$ cat src/rtl/crop_pkg.sv
// Shared state type and width/leading-zero helpers for the crop normalizer.
// Latency: none; types and pure functions only.
// Backpressure: not applicable.
package crop_pkg;

  typedef enum logic [1:0] {
    IDLE  = 2'd0,
    FILL  = 2'd1,
    CALC  = 2'd2,
    DRAIN = 2'd3
  } crop_norm_state_t;

  // Address bits needed to index a frame of 'depth' pixels (at least one bit).
  function automatic int addr_width(input int depth);
    return (depth > 1) ? $clog2(depth) : 1;
  endfunction

  // Bits needed to hold a shift amount in the range 0..pw.
  function automatic int shift_width(input int pw);
    return $clog2(pw + 1);
  endfunction

  // Leading zeros of the low 'width' bits of 'value'; returns width for zero.
  function automatic int clz(input logic [31:0] value, input int width);
    int   n;
    logic seen;
    n    = 0;
    seen = 1'b0;
    for (int i = 31; i >= 0; i--) begin
      if (i < width) begin
        if (value[i]) seen = 1'b1;
        else if (!seen) n++;
      end
    end
    return n;
  endfunction

endpackage

$ cat src/rtl/norm_frame_ram.sv
// Simple dual-port frame store: one write port, one registered read port.
// Latency: read data appears one cycle after rd_en.
// Backpressure: none; read data holds while rd_en is low.
module norm_frame_ram #(
  parameter int DEPTH = 16,
  parameter int WIDTH = 12,
  parameter int AW    = 4
) (
  input  logic             clk,
  input  logic             wr_en,
  input  logic [AW-1:0]    wr_addr,
  input  logic [WIDTH-1:0] wr_dat,
  input  logic             rd_en,
  input  logic [AW-1:0]    rd_addr,
  output logic [WIDTH-1:0] rd_dat
);

  logic [WIDTH-1:0] mem [DEPTH];
  logic [WIDTH-1:0] rd_dat_q;

  // Synchronous write and registered read, no reset so it maps onto block RAM.
  always_ff @(posedge clk) begin
    if (wr_en) mem[wr_addr] <= wr_dat;
    if (rd_en) rd_dat_q <= mem[rd_addr];
  end

  assign rd_dat = rd_dat_q;

endmodule

$ cat src/rtl/crop_normalizer.sv
// Captures one cropped frame, then replays it left-shifted so the frame max fills the MSB.
// Latency: first output beat 3 cycles after the last input beat; N beats in N+2 cycles.
// Backpressure: RAM reads throttled by a 2-entry output/skid stage; optional CROP_NORM_STATS_EN adds frame_max/frame_shift.
module crop_normalizer
  import crop_pkg::*;
#(
  parameter int PIXEL_BIT_WIDTH = 10,
  parameter int USER_WIDTH      = 2,
  parameter int OUT_ROWS        = 10,
  parameter int OUT_COLS        = 10
) (
  input  logic                       clk,
  input  logic                       s_axis_resetn,
  input  logic                       ap_start,
  output logic                       ap_done,
  input  logic                       s_axis_tvalid,
  output logic                       s_axis_tready,
  input  logic [PIXEL_BIT_WIDTH-1:0] s_axis_tdata,
  input  logic [USER_WIDTH-1:0]      s_axis_tuser,
  output logic                       m_axis_tvalid,
  input  logic                       m_axis_tready,
  output logic [PIXEL_BIT_WIDTH-1:0] m_axis_tdata,
  output logic [USER_WIDTH-1:0]      m_axis_tuser,
  output logic                       m_axis_tlast
`ifdef CROP_NORM_STATS_EN
  , output logic [PIXEL_BIT_WIDTH-1:0]           frame_max
  , output logic [$clog2(PIXEL_BIT_WIDTH+1)-1:0] frame_shift
`endif
);

  localparam int PW = PIXEL_BIT_WIDTH;
  localparam int UW = USER_WIDTH;
  localparam int N  = OUT_ROWS * OUT_COLS;
  localparam int AW = addr_width(N);
  localparam int SW = shift_width(PW);
  localparam int RW = PW + UW;

  typedef struct packed {
    logic          last;
    logic [UW-1:0] user;
    logic [PW-1:0] data;
  } beat_t;

  crop_norm_state_t state_q, state_d;
  logic [AW-1:0]    wr_addr_q, wr_addr_d, rd_addr_q, rd_addr_d;
  logic             rd_all_q, rd_all_d;
  logic [PW-1:0]    max_q, max_d;
  logic [SW-1:0]    shift_q, shift_d;
  logic             s_rdy_q, s_rdy_d, ap_done_q, ap_done_d;
  logic             ram_vld_q, ram_vld_d, ram_last_q, ram_last_d;
  logic             out_vld_q, out_vld_d, skid_vld_q, skid_vld_d;
  beat_t            out_q, out_d, skid_q, skid_d, ram_beat;
`ifdef CROP_NORM_STATS_EN
  logic [PW-1:0]    frame_max_q, frame_max_d;
  logic [SW-1:0]    frame_shift_q, frame_shift_d;
`endif

  logic             s_hs, pop, rd_en;
  logic [2:0]       occ_next;
  logic [RW-1:0]    ram_rdat;

  assign s_hs = s_axis_tvalid & s_rdy_q;
  assign pop  = out_vld_q & m_axis_tready;
  // Entries held by output+skid after this edge; a read is only issued if its data will find room.
  assign occ_next = {2'b00, out_vld_q} + {2'b00, skid_vld_q} + {2'b00, ram_vld_q} - {2'b00, pop};
  assign rd_en    = (state_q == DRAIN) && !rd_all_q && (occ_next <= 3'd1);

  norm_frame_ram #(.DEPTH(N), .WIDTH(RW), .AW(AW)) u_ram (
    .clk     (clk),
    .wr_en   (s_hs),
    .wr_addr (wr_addr_q),
    .wr_dat  ({s_axis_tuser, s_axis_tdata}),
    .rd_en   (rd_en),
    .rd_addr (rd_addr_q),
    .rd_dat  (ram_rdat)
  );

  // Normalize the pixel as it leaves the RAM so the output stage holds final values.
  always_comb begin
    ram_beat.data = ram_rdat[PW-1:0] << shift_q;
    ram_beat.user = ram_rdat[RW-1:PW];
    ram_beat.last = ram_last_q;
  end

  // Next-state logic: FSM, max tracking, read sequencing and the output/skid pair.
  always_comb begin
    state_d    = state_q;
    wr_addr_d  = wr_addr_q;
    rd_addr_d  = rd_addr_q;
    rd_all_d   = rd_all_q;
    max_d      = max_q;
    shift_d    = shift_q;
    s_rdy_d    = s_rdy_q;
    ap_done_d  = 1'b0;
    ram_vld_d  = rd_en;
    ram_last_d = rd_en && (rd_addr_q == AW'(N-1));
    out_vld_d  = out_vld_q;
    out_d      = out_q;
    skid_vld_d = skid_vld_q;
    skid_d     = skid_q;
`ifdef CROP_NORM_STATS_EN
    frame_max_d   = frame_max_q;
    frame_shift_d = frame_shift_q;
`endif

    case (state_q)
      IDLE: begin
        if (ap_start) begin
          state_d   = FILL;
          wr_addr_d = '0;
          max_d     = '0;
          s_rdy_d   = 1'b1;
        end
      end
      FILL: begin
        if (s_hs) begin
          wr_addr_d = wr_addr_q + 1'b1;
          if (s_axis_tdata > max_q) max_d = s_axis_tdata;
          if (wr_addr_q == AW'(N-1)) begin
            state_d = CALC;
            s_rdy_d = 1'b0;
          end
        end
      end
      CALC: begin
        shift_d   = (max_q == '0) ? '0 : SW'(clz(32'(max_q), PW));
        rd_addr_d = '0;
        rd_all_d  = 1'b0;
        state_d   = DRAIN;
`ifdef CROP_NORM_STATS_EN
        frame_max_d   = max_q;
        frame_shift_d = (max_q == '0) ? '0 : SW'(clz(32'(max_q), PW));
`endif
      end
      DRAIN: begin
        if (rd_en) begin
          rd_addr_d = rd_addr_q + 1'b1;
          if (rd_addr_q == AW'(N-1)) rd_all_d = 1'b1;
        end
        if (pop && out_q.last) begin
          state_d   = IDLE;
          ap_done_d = 1'b1;
        end
      end
      default: state_d = IDLE;
    endcase

    // Output stage is the head, skid the second slot; a stalled head never changes.
    if (pop) begin
      out_vld_d  = skid_vld_q;
      out_d      = skid_q;
      skid_vld_d = 1'b0;
    end
    if (ram_vld_q) begin
      if (!out_vld_d) begin
        out_vld_d = 1'b1;
        out_d     = ram_beat;
      end else begin
        skid_vld_d = 1'b1;
        skid_d     = ram_beat;
      end
    end
  end

  // State registers with asynchronous frame abort.
  always_ff @(posedge clk or negedge s_axis_resetn) begin
    if (!s_axis_resetn) begin
      state_q    <= IDLE;
      wr_addr_q  <= '0;
      rd_addr_q  <= '0;
      rd_all_q   <= 1'b0;
      max_q      <= '0;
      shift_q    <= '0;
      s_rdy_q    <= 1'b0;
      ap_done_q  <= 1'b0;
      ram_vld_q  <= 1'b0;
      ram_last_q <= 1'b0;
      out_vld_q  <= 1'b0;
      out_q      <= '0;
      skid_vld_q <= 1'b0;
      skid_q     <= '0;
`ifdef CROP_NORM_STATS_EN
      frame_max_q   <= '0;
      frame_shift_q <= '0;
`endif
    end else begin
      state_q    <= state_d;
      wr_addr_q  <= wr_addr_d;
      rd_addr_q  <= rd_addr_d;
      rd_all_q   <= rd_all_d;
      max_q      <= max_d;
      shift_q    <= shift_d;
      s_rdy_q    <= s_rdy_d;
      ap_done_q  <= ap_done_d;
      ram_vld_q  <= ram_vld_d;
      ram_last_q <= ram_last_d;
      out_vld_q  <= out_vld_d;
      out_q      <= out_d;
      skid_vld_q <= skid_vld_d;
      skid_q     <= skid_d;
`ifdef CROP_NORM_STATS_EN
      frame_max_q   <= frame_max_d;
      frame_shift_q <= frame_shift_d;
`endif
    end
  end

  assign s_axis_tready = s_rdy_q;
  assign ap_done       = ap_done_q;
  assign m_axis_tvalid = out_vld_q;
  assign m_axis_tdata  = out_q.data;
  assign m_axis_tuser  = out_q.user;
  assign m_axis_tlast  = out_q.last;
`ifdef CROP_NORM_STATS_EN
  assign frame_max     = frame_max_q;
  assign frame_shift   = frame_shift_q;
`endif

endmodule

$ cat config.mk
export PLATFORM = sky130hd
export DESIGN_NAME = crop_normalizer
export DESIGN_NICKNAME = d
export VERILOG_FILES = /design/src/rtl/crop_pkg.sv /design/src/rtl/norm_frame_ram.sv /design/src/rtl/crop_normalizer.sv
export SDC_FILE = /design/constraint.sdc
export NUM_CORES = 1
export LEC_CHECK = 0
export ABC_AREA = 0
export CORE_ASPECT_RATIO = 1.75
export CORE_MARGIN = 2
export CORE_UTILIZATION = 60
export CTS_BUF_LIST = sky130_fd_sc_hd__clkbuf_8 sky130_fd_sc_hd__clkbuf_16
export DETAILED_ROUTE_END_ITERATION = 12
export PLACE_DENSITY = 0.84
export SYNTH_ARGS = -nofsm -noshare
export SYNTH_HDL_FRONTEND = slang
export SYNTH_SLANG_ARGS = --single-unit
export TNS_END_PERCENT = 5
$ cat constraint.sdc
create_clock -name clk -period 6.4 [get_ports clk]
set_input_delay 1.28 -clock clk [delete_from_list [all_inputs] [get_ports clk]]
set_output_delay 1.28 -clock clk [all_outputs]
set_load 0.01 [all_outputs]
==> results.json, run 1 <==
{
  "cp.depth": 21,
  "synth_cell_types": 66,
  "cts_resized": 0,
  "cts_max_level": 3,
  "grtUsageTotal_pct": 32.10,
  "num_rows": 140,
  "critical_path.max_fanout": 9,
  "relSlewSlack_pct": 13.20,
  "initial_utilization_pct": 60.50,
  "post-route-period-util_pct": 76.12,
  "synth_seq_cells": 1275,
  "required_ps": 7010,
  "clock_power_share_pct": 40.6,
  "synth-async-reset-ratio_pct": 4.941,
  "syn_inst": 2407,
  "dr.pass1.iters": 8,
  "ant_nets": 0,
  "setup_ws_ps": 1528,
  "yosys.area_share.simple_pct": 2.993,
  "crit_path_end_kind": "flop",
  "fillers": 4704,
  "path_cells": "and2b_1 > ha_1 > nor2_1 > nor2_1 > a21oi_1 > o22ai_1 > ha_1 > nor2b_1 > o21ai_0 > inv_1 > ha_1 > inv_1 > o41a_1 > o21ai_2 > o21ai_0 > xnor2_1 > a21oi_1 > ha_1 > o21ai_0 > nor3_1 > a311oi_1",
  "reg2regPathDepth": 21,
  "p_per_area_nw_per_um2": 281.4,
  "drive_above_1_share_pct": 25.13,
  "synthAdderAreaFrac_pct": 0.6363,
  "wl_per_cell_microns": 36.93,
  "routed-via-count": 26890,
  "yosysSeqAreaShare_pct": 75.43,
  "synth_top_family_by_area": "multiplexers",
  "syn_to_final_growth_pct": 10.68,
  "p_seq_share_pct": 58.2,
  "final_nets": 2571,
  "grt_max_degree": 89,
  "rrSetupSlack_ps": 1530,
  "clk_path_buf_depth": 3,
  "fin_skew_ps": 39.78,
  "muxShareOfSynthArea_pct": 16.29,
  "critical_path_class": "flop to flop",
  "synthesis.area_sq_um": 50340,
  "tns_ps": 0,
  "hpwl_microns": 79910,
  "worst_setup_path_start_kind": "flop",
  "worst_pin_slew_ps": 1297,
  "port_buffers": 32,
  "detail_route.iter0.violations": 4320,
  "synth-xor-area-share_pct": 0.2436,
  "switchingPower_w": 0.003113,
  "grt_overflow": 0,
  "fmax_mhz": 205.3,
  "grt_pass1_vias": 26980,
  "postSynthNetCount": 2449,
  "path_buf_inv": 2,
  "synth_edf_count": 1212,
  "antenna_found_initial": 4,
  "endpoint": "shift_q[2]",
  "setup_viol": 0,
  "crit_family": "compound AO/OA/AOI/OAI gates",
  "finalWeightedCongestion": 0.9594,
  "seq_area_sq_um": 37990,
  "period_minus_slack_ps": 4872,
  "core_area_sq_um": 83200,
  "slew_viol_final": 0,
  "root_buffer": "clkbuf_16",
  "clkLatencyLatePin_ps": 720,
  "cts.sinks": 1275,
  "timing.rr.end": "shift_q[2]",
  "syn_avg_cell_area_sq_um": 20.91,
  "hold_violations": 0,
  "whs_ps": 501.1,
  "synthFlopType": "edfxtp_1",
  "vdd_ir_drop_max_mv": 0.2168,
  "internal_power_w": 0.01257,
  "p_sw_share_pct": 19.85,
  "critPathSlowestCell": "dfrtp_1",
  "cp.arrival_ps": 5480,
  "status": "complete, no violations",
  "place_ws_ps": 1700,
  "hold_buffers": 0,
  "timing.rr.start": "max_q[9]",
  "io_pins": 33,
  "cpMostUsedCell": "ha_1",
  "p_leak_nw": 18.16,
  "dieWidth_microns": 223.0,
  "path_clk_slew_ps": 70,
  "viasPerCell": 7.303,
  "layout_commonest_cell": "edfxtp_1",
  "min_path_type": "flop to flop",
  "ys_warn_count": 0,
  "grt_pass1_wl_microns": 194700,
  "cts_inserted_buffers": 100,
  "max_cap_viol_count": 0,
  "postCtsSetupBuffers": 0,
  "die_y_microns": 387.2,
  "critPathLaunch": "max_q[9]",
  "multiInputGateArea_sq_um": 11700,
  "synth-compound-area-share_pct": 3.015,
  "slowest_delay_ps": 510,
  "combinationalPowerShare_pct": 1.2,
  "drc": 0,
  "wl_microns": 136000,
  "rsz0062_at_grt": "no",
  "final_cell_mix": "edfxtp_1, mux4_2, nor2_1",
  "cts_tree": "built",
  "fp.dieArea_sq_um": 86320
}
registers in the layout, indices dropped and copies added (netlist names):
register	flops
state_q	2
m_axis_tvalid	1
max_q	10
shift_q	4
s_axis_tready	1
m_axis_tlast	1
skid_vld_q	1
ram_vld_q	1
m_axis_tdata	10
m_axis_tuser	2
rd_all_q	1
skid_q	13
rd_addr_q	7
ap_done	1
u_ram.mem	1200
ram_last_q	1
u_ram.rd_dat	12
wr_addr_q	7
cells by family (layout without fill, tap and decap cells):
kind of cell	count (synthesis)	after routing
buf+inv	156	363
mux	398	398
other cells	0	3
fa+ha+maj	25	25
flops	1275	1275
compound gates	213	213
simple gates	326	326
xor+xnor	14	14
synth_stat cells, types with 4 or more instances:
| cell | count | area [sq um] |
|---|---|---|
| o21ai_0 | 31 | 155.2 |
| or2_2 | 6 | 37.54 |
| nor3_1 | 12 | 60.06 |
| inv_1 | 25 | 93.84 |
| a221oi_1 | 14 | 122.6 |
| xnor2_1 | 5 | 43.79 |
| or3_1 | 4 | 25.02 |
| ha_1 | 24 | 300.3 |
| mux2_2 | 11 | 123.9 |
| o2111ai_1 | 4 | 35.03 |
| mux4_2 | 336 | 7567 |
| nand2b_1 | 8 | 50.05 |
| and3_1 | 5 | 31.28 |
| buf_4 | 17 | 127.6 |
| clkbuf_1 | 63 | 236.5 |
| o221ai_1 | 9 | 78.83 |
| a31oi_1 | 10 | 62.56 |
| mux2i_1 | 51 | 510.5 |
| and2_1 | 6 | 37.54 |
| a22oi_1 | 31 | 232.7 |
| nor2_1 | 152 | 570.6 |
| buf_2 | 32 | 160.2 |
| xor2_1 | 9 | 78.83 |
| a22o_1 | 23 | 201.4 |
| edfxtp_1 | 1212 | 36390 |
| a21oi_1 | 40 | 200.2 |
| nor2b_1 | 23 | 143.9 |
| nand2_1 | 57 | 214.0 |
| o31ai_1 | 4 | 30.03 |
| o211ai_1 | 10 | 75.07 |
| nand3b_1 | 4 | 30.03 |
| o22ai_1 | 7 | 43.79 |
| nand3_1 | 26 | 130.1 |
| a211oi_1 | 4 | 30.03 |
| dfrtp_1 | 63 | 1577 |
| nand4_1 | 9 | 56.30 |
| a32oi_1 | 7 | 61.31 |
| buf_1 | 17 | 63.81 |
tightest hold or removal path: cells and delay by family, from the launching register on:
kind	cells	cell delay, ps
DFF	1	350
and+or+nand+nor	1	50
AOI/OAI and AO/OA	1	70
worst min-delay path by stage:
stage,startpoint,end,slack (ps),depth (start not counted)
floorplan,skid_q[0],skid_q[0],450,2
global placement,skid_q[0],skid_q[0],460,2
detailed placement,skid_q[0],skid_q[0],480,2
CTS,skid_q[0],skid_q[0],500,2
global route,skid_q[2],skid_q[2],520,2
finish,skid_q[0],skid_q[0],500,2
through the flow:
stage | instances | cell area (sq um) | total power [W] | util, %
after floorplan | 2407 | 50340 | 0.009312 | -
after global placement | 3492 | 52370 | 0.009478 | 62.95
after detailed placement | 3492 | 52370 | 0.009492 | 62.95
after CTS | 3679 | 55700 | 0.01570 | 66.95
after global routing | 3679 | 55700 | 0.01596 | 66.95
final | 3682 | 55710 | 0.01568 | 66.96
per-layer routing:
layer / GRT usage (%) / up-vias / routed length, microns
li1: - / 10260 / -
met1: 38.08 / 13630 / 41570
met2: 52.81 / 2432 / 67580
met3: 6.653 / 570 / 14860
met4: 22.51 / 4 / 11950
met5: 0 / - / 26
layout make-up:
class	instances	share of cell area (%)
Tap cell	1065	2.392
Inverter	26	0.1752
Sequential cell	1275	68.18
Clock inverter	81	1.258
Multi-Input combinational cell	976	21.00
Clock buffer	106	4.721
Antenna cell	3	0.01347
Timing Repair Buffer	150	2.259
power groups by stage:
stage                     combinational, W  clock, W  sequential (W)
after floorplan                 0.00000730         0         0.00931
after global placement            0.000174         0         0.00930
after detailed placement          0.000187         0         0.00930
after CTS                         0.000188   0.00639         0.00912
after global routing              0.000200   0.00665         0.00912
final                             0.000192   0.00637         0.00912
(Power assumes the default switching activity.)
==> inputs of run 2 (changes only) <==
--- a/config.mk
+++ b/config.mk
@@ -8,7 +8,7 @@
 export ABC_AREA = 0
 export CORE_ASPECT_RATIO = 1.75
 export CORE_MARGIN = 2
-export CORE_UTILIZATION = 60
+export CORE_UTILIZATION = 57
 export CTS_BUF_LIST = sky130_fd_sc_hd__clkbuf_8 sky130_fd_sc_hd__clkbuf_16
 export DETAILED_ROUTE_END_ITERATION = 12
 export PLACE_DENSITY = 0.84
==> constraint.sdc (replaced) <==
create_clock -name clk -period 4 [get_ports clk]
set_input_delay 0.8 -clock clk [delete_from_list [all_inputs] [get_ports clk]]
set_output_delay 0.8 -clock clk [all_outputs]
set_load 0.01 [all_outputs]
==> run 2 against run 1 <==
The flow now finishes with violations (negative setup slack); clock-buffer cell count shrank 6; combinational power is 47% higher; clock power grew 60%; register-to-register slack got worse by 1500 ps; worst setup slack got worse by 1500 ps; critical endpoint unchanged.
==> results.json, run 2 (synthesized netlist as in run 1, its figures left out) <==
{
  "io_pins": 33,
  "viasPerCell": 6.886,
  "drc": 0,
  "final_nets": 2640,
  "finalWeightedCongestion": 0.9215,
  "cts_max_level": 3,
  "relSlewSlack_pct": 9.099,
  "p_leak_nw": 18.52,
  "grt_pass1_wl_microns": 191000,
  "fillers": 5275,
  "wl_microns": 132000,
  "largest_reg_flops": 1200,
  "clkLatencyLatePin_ps": 710,
  "antenna_found_initial": 5,
  "fin_skew_ps": 25.96,
  "path_clk_slew_ps": 70,
  "use_met3_pct": 5.669,
  "dieWidth_microns": 228.6,
  "initial_utilization_pct": 57.37,
  "root_buffer": "clkbuf_16",
  "p_per_area_nw_per_um2": 443.3,
  "detail_route.iter0.violations": 4016,
  "critical_path_class": "flop to flop",
  "wl_per_cell_microns": 34.32,
  "final_cell_count_no_fill": 3847,
  "slew_viol_final": 0,
  "dp.cells": 3657,
  "clk_path_buf_depth": 3,
  "fp.dieArea_sq_um": 90800,
  "worst_setup_path_start_kind": "flop",
  "layout_commonest_cell": "edfxtp_1",
  "min_path_type": "input pin to asynchronous set/reset pin",
  "setup_viol": 1,
  "max_cap_viol_count": 0,
  "use_met2_pct": 50.02,
  "cpMostUsedCell": "o21ai_2",
  "crit_path_end_kind": "flop",
  "fin_util_pct": 64.46,
  "tns_ps": -8.949,
  "critical_path.max_fanout": 3,
  "period_minus_slack_ps": 4009,
  "path_cells": "and2b_2 > ha_4 > nor2_4 > nor2_1 > a21oi_2 > o22ai_1 > ha_1 > nor2b_4 > o21ai_2 > inv_2 > buf_6 > xnor2_4 > ha_4 > nor2_2 > o41a_1 > o21ai_2 > o21ai_1 > xnor2_1 > a21oi_1 > ha_2 > o21ai_2 > nor3_2 > a311oi_2",
  "grtUsageTotal_pct": 29.47,
  "cts_tree": "built",
  "dr.pass1.iters": 8,
  "vdd_ir_drop_max_mv": 0.3826,
  "setup_ws_ps": -8.949,
  "grt_overflow": 0,
  "required_ps": 4590,
  "hpwl_microns": 78520,
  "busiest_layer": "met2",
  "finalInstanceArea_sq_um": 56560,
  "largest_register": "u_ram.mem",
  "hold_violations": 0,
  "grt_pass1_vias": 27390,
  "final_cell_mix": "edfxtp_1, mux4_2, buf_4",
  "num_rows": 144,
  "die_y_microns": 397.1,
  "routed-via-count": 26490,
  "post-route-period-util_pct": 100.2,
  "slowest_delay_ps": 400,
  "ant_nets": 0,
  "port_buffers": 32,
  "cts_inserted_buffers": 99,
  "gr-usage-met1_pct": 34.08,
  "rsz0062_at_grt": "yes",
  "cts.sinks": 1275,
  "cp.arrival_ps": 4600,
  "worst_pin_slew_ps": 1364,
  "critPathSlowestCell": "dfrtp_1",
  "drive_above_1_share_pct": 27.97,
  "core_area_sq_um": 87740,
  "violations": "negative setup slack",
  "total_power_w": 0.02507,
  "status": "finished, violations left",
  "syn_to_final_growth_pct": 12.35,
  "hold_buffers": 0,
  "dpl_cell_area_sq_um": 53060,
  "grt_max_degree": 102,
  "fmax_mhz": 249.4
}
## run 2: cell types whose count changed in the layout (fill, tap and decap cells not counted), sizes merged
cell	change
buf	+70
bufinv	+3
clkbuf	-6
clkinv	-2
clkinvlp	+3
diode	-2
inv	-4
## run 2: worst paths after layout
| check | from | end | slack [ps] | depth (start not counted) |
|---|---|---|---|---|
| setup / recovery | max_q[9] | shift_q[2] | -9 | 23 |
| hold / removal | s_axis_resetn | max_q[8] | 60 | 1 |
| setup reg to reg | max_q[9] | shift_q[2] | -9 | 23 |
| hold reg to reg | skid_q[1] | skid_q[1] | 480 | 2 |
| max in group asynchronous | s_axis_resetn | rd_addr_q[1] | 3170 | 2 |
| min in group clk | s_axis_tdata[7] | u_ram.mem[76][7] | 360 | 1 |
## run 2: layout make-up
type                    count  area, sq um  share of cell area, %
multi-input cells         976        11820                  20.89
diodes                      1        2.502               0.004425
well taps                1168         1461                  2.584
flip-flops and latches   1275        37990                  67.17
clock inverters            81        809.5                  1.431
clock buffers             100         2502                  4.425
repair buffers            220         1879                  3.323
inverters                  26        97.59                 0.1726
## run 2: worst max-delay path: cells and delay by family (launching register included)
kind,cells,cell delay (ps)
buffers and inverters,2,210
adder cells (fa/ha/maj),4,990
AO/OA/AOI/OAI,9,1170
flip-flops,1,400
AND/OR/NAND/NOR,6,780
XOR/XNOR,2,350
## run 2: through the flow
stage,setup slack [ps],hold slack (ps)
floorplan,-16.22,449.6
global placement,-208.3,461.8
CTS,-17.74,23.41
finish,-8.949,55.78
detailed placement,-220.6,471.0
global route,-194.7,61.00
## run 2: repair_timing
item / 4_1_cts / 5_1_grt
setup buffers: 4 / 4
pin swaps: 9 / 16
setup endpoints to repair: 2 / 3
gates resized for setup: 9 / 18
hold endpoints to repair: 0 / 0
## run 2: where the power goes
part / switching, W / internal [W] / total [W]
logic: 0.000254 / 0.0000277 / 0.000282
clock network: 0.00469 / 0.00550 / 0.0102
registers: 0.000000212 / 0.0146 / 0.0146
## run 2: layer usage
metal	share of wire, %	vias to the layer above	wire, microns
met5	0.017	-	23
met4	7.8	4	10350
met3	9.3	454	12280
met2	52	2001	68080
met1	31	13640	41290
li1	-	10400	-
